[config.mk]
export PLATFORM = sky130hd
export DESIGN_NAME = l2_way_array
export DESIGN_NICKNAME = d
export VERILOG_FILES = /design/src/rtl/l2_pkg.sv /design/src/rtl/l2_way_bank.sv /design/src/rtl/l2_way_array.sv
export SDC_FILE = /design/constraint.sdc
export NUM_CORES = 1
export LEC_CHECK = 0
export CAP_MARGIN = 20
export CORE_MARGIN = 4
export CORE_UTILIZATION = 60
export CTS_CLUSTER_DIAMETER = 40
export DETAILED_ROUTE_END_ITERATION = 8
export PLACE_DENSITY_LB_ADDON = 0.12
export SKIP_LAST_GASP = 1
export SYNTH_ARGS = -nofsm -noshare
export SYNTH_HDL_FRONTEND = slang
export SYNTH_SLANG_ARGS = --single-unit
[constraint.sdc]
create_clock -name clk -period 2.05 [get_ports clk]
set_input_delay 0.3075 -clock clk [delete_from_list [all_inputs] [get_ports clk]]
set_output_delay 0.3075 -clock clk [all_outputs]
set_load 0.005 [all_outputs]
[src/rtl/l2_pkg.sv]
// Shared types and helpers for the L2 way array and its per-way banks.
// Parity storage is controlled by the L2_ARRAY_PARITY_EN macro in the bank.
package l2_pkg;

  typedef enum logic {
    CLEAR = 1'b0,
    READY = 1'b1
  } l2_arr_state_t;

  function automatic int l2_bytes(input int w);
    return w / 8;
  endfunction

  // Even parity: the stored bit makes the byte plus parity have an even count of ones.
  function automatic logic l2_parity(input logic [7:0] b);
    return ^b;
  endfunction

endpackage

[src/rtl/l2_way_bank.sv]
// One way of the L2 array: byte-masked write port and combinational read.
// With L2_ARRAY_PARITY_EN defined, one even-parity bit per byte is stored and checked.
module l2_way_bank
  import l2_pkg::*;
#(
  parameter int s_index  = 3,
  parameter int num_sets = 2 ** s_index,
  parameter int width    = 32,
  localparam int NB      = l2_bytes(width)
) (
  input  logic               clk,
  input  logic               we,
  input  logic [s_index-1:0] waddr,
  input  logic [NB-1:0]      be,
  input  logic [width-1:0]   wdata,
  input  logic [s_index-1:0] raddr,
  output logic [width-1:0]   rdata,
  output logic [NB-1:0]      rperr
);

  localparam logic [s_index:0] SET_LIM = (s_index + 1)'(num_sets);

  (* ramstyle = "logic" *) logic [width-1:0] mem_q [num_sets];

  logic rd_ok;

  always_ff @(posedge clk) begin
    if (we) begin
      for (int b = 0; b < NB; b++) begin
        if (be[b]) mem_q[waddr][b*8 +: 8] <= wdata[b*8 +: 8];
      end
    end
  end

  // Sets beyond num_sets do not exist and read back as zero.
  assign rd_ok = ({1'b0, raddr} < SET_LIM);
  assign rdata = rd_ok ? mem_q[raddr] : '0;

`ifdef L2_ARRAY_PARITY_EN
  (* ramstyle = "logic" *) logic [NB-1:0] par_q [num_sets];

  always_ff @(posedge clk) begin
    if (we) begin
      for (int b = 0; b < NB; b++) begin
        if (be[b]) par_q[waddr][b] <= l2_parity(wdata[b*8 +: 8]);
      end
    end
  end

  always_comb begin
    rperr = '0;
    if (rd_ok) begin
      for (int b = 0; b < NB; b++) begin
        rperr[b] = l2_parity(rdata[b*8 +: 8]) ^ par_q[raddr][b];
      end
    end
  end
`else
  assign rperr = '0;
`endif

endmodule

[src/rtl/l2_way_array.sv]
// Set-associative L2 way array: clear sweep FSM, byte-masked single-way write,
// all-ways registered read with write-first forwarding. Parity via L2_ARRAY_PARITY_EN.
module l2_way_array
  import l2_pkg::*;
#(
  parameter int s_index  = 3,
  parameter int num_sets = 2 ** s_index,
  parameter int num_ways = 2,
  parameter int width    = 32,
  localparam int WAY_W   = (num_ways > 1) ? $clog2(num_ways) : 1,
  localparam int NB      = l2_bytes(width)
) (
  input  logic                      clk,
  input  logic                      rst_n,
  input  logic                      read,
  input  logic                      load,
  input  logic                      clear,
  input  logic [WAY_W-1:0]          way,
  input  logic [s_index-1:0]        index,
  input  logic [NB-1:0]             byte_en,
  input  logic [width-1:0]          datain,
  output logic [num_ways*width-1:0] dataout,
  output logic                      rvalid,
  output logic                      busy,
  output logic [num_ways-1:0]       parity_err
);

  localparam logic [s_index-1:0] LAST    = s_index'(num_sets - 1);
  localparam logic [s_index:0]   SET_LIM = (s_index + 1)'(num_sets);
  localparam logic [WAY_W:0]     WAY_LIM = (WAY_W + 1)'(num_ways);

  l2_arr_state_t               state_q;
  logic [s_index-1:0]          ptr_q;
  logic [num_ways*width-1:0]   dataout_q, dataout_d;
  logic                        rvalid_q;
  logic [num_ways-1:0]         perr_q, perr_d;

  logic                        sweeping, idx_ok, way_ok, wr_ok;
  logic [s_index-1:0]          bank_waddr;
  logic [NB-1:0]               bank_be;
  logic [width-1:0]            bank_wdata;

  assign sweeping = (state_q == CLEAR);
  assign idx_ok   = ({1'b0, index} < SET_LIM);
  assign way_ok   = ({1'b0, way} < WAY_LIM);
  assign wr_ok    = !sweeping && load && idx_ok && way_ok;

  // While sweeping, every way writes zero to the pointer set; otherwise the request.
  assign bank_waddr = sweeping ? ptr_q : index;
  assign bank_be    = sweeping ? '1    : byte_en;
  assign bank_wdata = sweeping ? '0    : datain;

  generate
    for (genvar gi = 0; gi < num_ways; gi++) begin : g_way
      logic             we, fwd;
      logic [width-1:0] rdata;
      logic [NB-1:0]    rperr, fwd_be;

      assign fwd    = wr_ok && (way == WAY_W'(gi));
      assign we     = sweeping || fwd;
      assign fwd_be = fwd ? byte_en : '0;

      l2_way_bank #(
        .s_index (s_index),
        .num_sets(num_sets),
        .width   (width)
      ) u_bank (
        .clk  (clk),
        .we   (we),
        .waddr(bank_waddr),
        .be   (bank_be),
        .wdata(bank_wdata),
        .raddr(index),
        .rdata(rdata),
        .rperr(rperr)
      );

      // Freshly written bytes bypass the array and cannot carry a stored parity fault.
      for (genvar bi = 0; bi < NB; bi++) begin : g_byte
        assign dataout_d[gi*width + bi*8 +: 8] = fwd_be[bi] ? datain[bi*8 +: 8] : rdata[bi*8 +: 8];
      end
      assign perr_d[gi] = |(rperr & ~fwd_be);
    end
  endgenerate

  always_ff @(posedge clk or negedge rst_n) begin
    if (!rst_n) begin
      state_q   <= CLEAR;
      ptr_q     <= '0;
      dataout_q <= '0;
      rvalid_q  <= 1'b0;
      perr_q    <= '0;
    end else begin
      case (state_q)
        CLEAR: begin
          rvalid_q <= 1'b0;
          perr_q   <= '0;
          if (ptr_q == LAST) begin
            state_q <= READY;
            ptr_q   <= '0;
          end else begin
            ptr_q <= ptr_q + 1'b1;
          end
        end
        READY: begin
          rvalid_q <= read;
          if (read) begin
            dataout_q <= dataout_d;
            perr_q    <= perr_d;
          end else begin
            perr_q <= '0;
          end
          if (clear) begin
            state_q <= CLEAR;
            ptr_q   <= '0;
          end
        end
        default: begin
          state_q <= CLEAR;
          ptr_q   <= '0;
        end
      endcase
    end
  end

  assign dataout    = dataout_q;
  assign rvalid     = rvalid_q;
  assign busy       = sweeping;
  assign parity_err = perr_q;

endmodule

-- After elaboration in Yosys (flattened, before gate mapping)
Memory sizes are Yosys's and may differ from the RTL's. A register that Yosys moved wholly into a read port is not among the register bits.
Cells that the tools add are included.
- multiplexer cells: 30
- bitwise gates (word level): 2
- reduce and logical (&&, ||, !) cells: 8
- add/subtract/negate cells: 1
- equality and inequality tests: 2
- operator list (cell ; count):
    $mux W32 ; 1
    $mux W1 ; 22
    $mux W3 ; 3
    $pmux W3 S2 ; 1
    $mux W4 ; 1
    $pmux W1 S2 ; 2
    $add A3 B1 Y3 const B ; 1
    $eq A3 B3 Y1 const B ; 1
    $logic_and A1 B1 Y1 ; 3
    $logic_not A1 Y1 ; 2
    $logic_or A1 B1 Y1 ; 2
    $ne A2 B2 Y1 const B ; 1
    $not A1 Y1 ; 2
    $reduce_and A2 Y1 ; 1
- RAM bits: 512
- input port bits: 45
- word-level logic and storage cells: 48
- bits in registers: 5
- output and inout bits: 68
- memories: 2
- memory list (memory ; depth ; width ; rd ports ; clocked after memory_dff ; wr ports ; line ; RTL):
    g_way[0].u_bank.mem_q ; 8 ; 32 ; 1 ; 1 ; 1 ; l2_way_bank.sv:23 ; (* ramstyle = "logic" *) logic [width-1:0] mem_q [num_sets];
    g_way[1].u_bank.mem_q ; 8 ; 32 ; 1 ; 1 ; 1 ; l2_way_bank.sv:23 ;

-- Longest topological paths before layout
- depth in word-level cells: 5
- gate-level depth with buffers: 6
- mapped depth without buffers: 4

-- Modules after synthesis
Synthesis repeated with hierarchy kept, for this count alone.
- cell total of the unflattened synthesis: 1202
- area total of the unflattened synthesis: 23635.2 um^2
- modules (own cells, without submodules) (module ; cells an instance ; sequential area each (um^2) ; area an instance (um^2) ; instances):
    l2_way_bank ; 419 ; 7687.4 ; 9995.8 ; 2
    l2_way_array ; 364 ; 1776.7 ; 3643.5 ; 1

-- Least setup slack after synthesis
Ideal clock, no wire load.
- path kind: input port to flip-flop
- start point: in index[1]
- end point: mem g_way[0].u_bank.mem_q[4][0] (enable)
- data arrival time: 1.632 ns
- stages on the path: 6
- path buffers: 3
- slack: 0.048 ns
- library setup time: 0.370 ns
- data required time: 1.680 ns
- path through: buf_2 > buf_6 > buf_6 > mux2i_1 > nand3_1 > nor2_1
- longest elaborated chain between the ends: 1
- RTL lines (what ; line ; RTL):
    start, declared ; l2_way_array.sv:19 ; input logic [s_index-1:0] index,
    $mux W3 ; l2_way_array.sv:49 ; assign bank_waddr = sweeping ? ptr_q : index;
    end, declared ; l2_way_bank.sv:23 ;
Every way passes these cells.

-- Worst setup path in the final report
- start point: reg state_q
- end point: mem g_way[0].u_bank.mem_q[3][21] (enable)
- longest elaborated chain between the ends: 5
- elaborated cells on any way between the ends: 9
- those cells by class: mux: 5; bitwise: 1; reduce/logical: 3
- RTL lines (what ; line ; RTL):
    start, declared ; l2_way_array.sv:32 ; l2_arr_state_t state_q;
    start signal, assigned ; l2_way_array.sv:88 ; state_q <= CLEAR;
    start signal, assigned ; l2_way_array.sv:99 ; state_q <= READY;
    start signal, assigned ; l2_way_array.sv:114 ; state_q <= CLEAR;
    $logic_and A1 B1 Y1 ; l2_way_array.sv:46 ; assign wr_ok = !sweeping && load && idx_ok && way_ok;
    $logic_and A1 B1 Y1 ; l2_way_array.sv:59 ; assign fwd = wr_ok && (way == WAY_W'(gi));
    $logic_or A1 B1 Y1 ; l2_way_array.sv:60 ; assign we = sweeping || fwd;
    $mux W1 ; l2_way_bank.sv:28 ; if (we) begin
    $mux W1 (not written as such) ; l2_way_bank.sv:30 ; if (be[b]) mem_q[waddr][b*8 +: 8] <= wdata[b*8 +: 8];
Several ways; a longest one is shown, not always the timed one.

==> impl_metrics.py <==
metrics = {
    "placement": {
        "post-place-ws_ps": -237,
        "numPortBuffers": 110,
        "dp_hpwl_mm": 34.2,
        "routabilityCongestion": 0.794,
        "placed_cell_area_sq_mm": 0.0257,
    },
    "power": {
        "p_leak_nw": 9.87,
        "clkPwrFrac": 0.304,
        "netSwitchingFraction": 0.279,
        "intPower_mw": 28.2,
        "p_sw_mw": 10.9,
        "cellPowerDensity_mw_per_mm2": 1400,
        "peakVddDrop_uv": 908,
        "pwr-share-seq": 0.464,
        "pwr-share-comb": 0.232,
        "power_mw": 39.2,
    },
    "sta": {
        "skew_ps": 14.9,
        "post-route-period-util": 0.986,
        "period_needed_ps": 2020,
        "setup_violations": 0,
        "final_max_slew_viol_count": 0,
        "clock.fmax_mhz": 495,
        "rsz0062_at_grt": "true",
        "hold_viol": 0,
        "slew_headroom": 0.530,
        "final.setup.worst_slack_ps": 27.9,
        "max_slew.worst_pin.slew_ps": 705,
    },
    "routing": {
        "drt-total-wl_mm": 53.6,
        "drt-initial-drc-count": 1269,
        "first_pass_iters": 5,
        "ant_nets": 0,
        "vias_per_cell": 6.22,
        "routedWlPerCell_um": 26.9,
        "drc": 0,
        "vias": 12400,
    },
    "global_route": {
        "antenna_found_initial": 1,
        "grt_pass1_wl_mm": 82.6,
        "grt-ovfl-total": 0,
        "grt_start_max_net_pins": 75,
        "grt.total_usage": 0.266,
        "grt_pass1_vias": 12900,
    },
    "synthesis": {
        "ys_warn_count": 0,
        "avgSynthCellArea_sq_um": 19.4,
        "syn_area_sq_mm": 0.0232,
        "ys_types": 27,
        "seq_area_frac_synth": 0.737,
        "netlist_instances": 1195,
        "ys_ff_latch": 581,
    },
    "clocking": {
        "cts_tree": "yes",
        "clkLatencyLatePin_ps": 570,
        "cts_buffers": 67,
        "cts_max_path_buffers": 3,
        "ctsHtreeMaxLevel": 3,
        "root_buffer": "clkbuf_16",
        "clock-sinks": 581,
        "cts.clk_slew.worst_paths_ps": 60,
    },
    "floorplan": {
        "initial_core_util": 0.612,
        "die_area_sq_mm": 0.0419,
        "die_x_um": 205,
        "num_io_pins": 113,
        "fp-row-count": 71,
        "coreArea_sq_mm": 0.0379,
        "die-height_um": 205,
    },
    "cells_and_area": {
        "area_delta_synth_final_pct": 20.9,
        "nFillCells": 2233,
        "layout_commonest_cell": "edfxtp_1",
        "final_cell_area_sq_mm": 0.0280,
        "drive_gt1_frac": 0.269,
        "final_cell_mix": "512 x edfxtp_1, 128 x mux4_2, 123 x buf_4",
        "nNetsFinal": 1479,
    },
    "critical_path": {
        "cp_max_fo": 11,
        "crit_required_ps": 2330,
        "worstSetupEndpointType": "flop",
        "cp-start-kind": "flop",
        "critical_path_class": "reg2reg",
        "crit_arrival_ps": 2300,
        "r2r_cells": 6,
    },
    "hold_path": {
        "hp-class": "in2async",
    },
    "job": {
        "maxCapViolCount": 0,
    },
    "outcome": {
        "status": "finished clean",
    },
}
[cell families (layout without fill, tap and decap cells)]
family | count (synthesis) | after routing | synth area share
DFF | 581 | 581 | 0.737
muxes | 198 | 198 | 0.155
AOI/OAI and AO/OA | 196 | 196 | 0.0599
and+or+nand+nor | 134 | 134 | 0.0284
buffers and inverters | 83 | 371 | 0.0188
adders and majority gates | 2 | 2 | 0.00108
other | 1 | 3 | 0.000162
[metrics by stage]
| stage | utilization | instances | hold slack [ps] | setup TNS [ps] |
|---|---|---|---|---|
| after global placement | 0.677 | 1872 | 247 | -47340 |
| final | 0.739 | 1996 | 195 | 0 |
| after floorplan | - | 1196 | 11.9 | 0 |
| after CTS | 0.738 | 1995 | 182 | -308 |
| after detailed placement | 0.677 | 1872 | 254 | -52760 |
| after global routing | 0.739 | 1995 | 207 | -1340 |
[worst max-delay path: stages, from the launching register on]
cell and delay [ps]:
dfrtp_4 490, buf_6 170, mux2_2 310, nand3_1 200
buf_6 230, nor2_1 120, buf_4 200
[area by class of cell]
class / count / area, sq um / area share
Sequential cell: 581 / 17100 / 0.610
Multi-Input combinational cell: 532 / 5750 / 0.205
Timing Repair Buffer: 249 / 2320 / 0.0827
Clock buffer: 84 / 1850 / 0.0658
Tap cell: 511 / 639 / 0.0228
Clock inverter: 37 / 380 / 0.0136
Inverter: 1 / 6.26 / 0.000223
Antenna cell: 1 / 2.50 / 0.0000892
[Yosys cell counts]
master	number	area share
a21boi_0	64	0.021
a21oi_1	1	0.00022
a41oi_1	64	0.024
and2_1	33	0.0089
and3_1	4	0.0011
and3b_1	4	0.0015
buf_1	6	0.00097
buf_2	21	0.0045
buf_4	4	0.0013
buf_6	11	0.0053
clkbuf_1	40	0.0065
conb_1	1	0.00016
dfrtp_1	69	0.074
edfxtp_1	512	0.66
ha_1	2	0.0011
inv_1	1	0.00016
mux2_2	3	0.0015
mux2i_1	67	0.029
mux4_2	128	0.12
nand2_1	3	0.00049
nand3_1	8	0.0017
nand3b_1	8	0.0026
nor2_1	73	0.012
o21ai_0	9	0.0019
o21ai_1	56	0.012
o2bb2ai_1	2	0.00076
or3_1	1	0.00027
[sequential cells by signal, summed over array words and instances, names as in the netlist]
| name | count |
|---|---|
| dataout | 64 |
| g_way.u_bank.mem_q | 512 |
| ptr_q | 3 |
| rvalid | 1 |
| state_q | 1 |
[power groups by stage]
stage	Clock (mW)	Combinational (mW)	Sequential, mW
after floorplan	0	4.61	18.0
after global placement	0	8.63	18.2
after detailed placement	0	8.89	18.3
after CTS	12.1	9.09	18.2
after global routing	12.6	9.86	18.4
final	11.9	9.10	18.2
[timing repair]
item                       CTS  global route
buffers inserted             1             0
gates resized for setup     15            16
pin swaps                    0             0
hold endpoints to repair    30             0
setup endpoints to repair  247           266
hold buffers                 1             0
[path summary, 6_finish.rpt]
path                                      startpoint  slack, ps                                     end
worst max-delay path               state_q$_DFF_PN0_         30  g_way[0].u_bank.mem_q[3][21]$_DFFE_PP_
worst min register to register  ptr_q[1]$_DFFE_PN0P_        650                    ptr_q[1]$_DFFE_PN0P_
worst min-delay path                           rst_n        190                 dataout[24]$_DFFE_PN0P_
min in group clk                            index[0]        390  g_way[0].u_bank.mem_q[2][30]$_DFFE_PP_
max in group asynchronous                      rst_n       1220                 dataout[45]$_DFFE_PN0P_
worst max register to register     state_q$_DFF_PN0_         30  g_way[0].u_bank.mem_q[3][21]$_DFFE_PP_
[routing by layer]
layer | global-route usage | part of all wire | routed length [um]
met1 | 0.394 | 0.40 | 21400
met2 | 0.404 | 0.48 | 25700
met3 | 0.0565 | 0.092 | 4950
met4 | 0.0919 | 0.030 | 1590
met5 | 0 | 0.00013 | 7
Note: power is estimated with default switching activity, not from simulation.
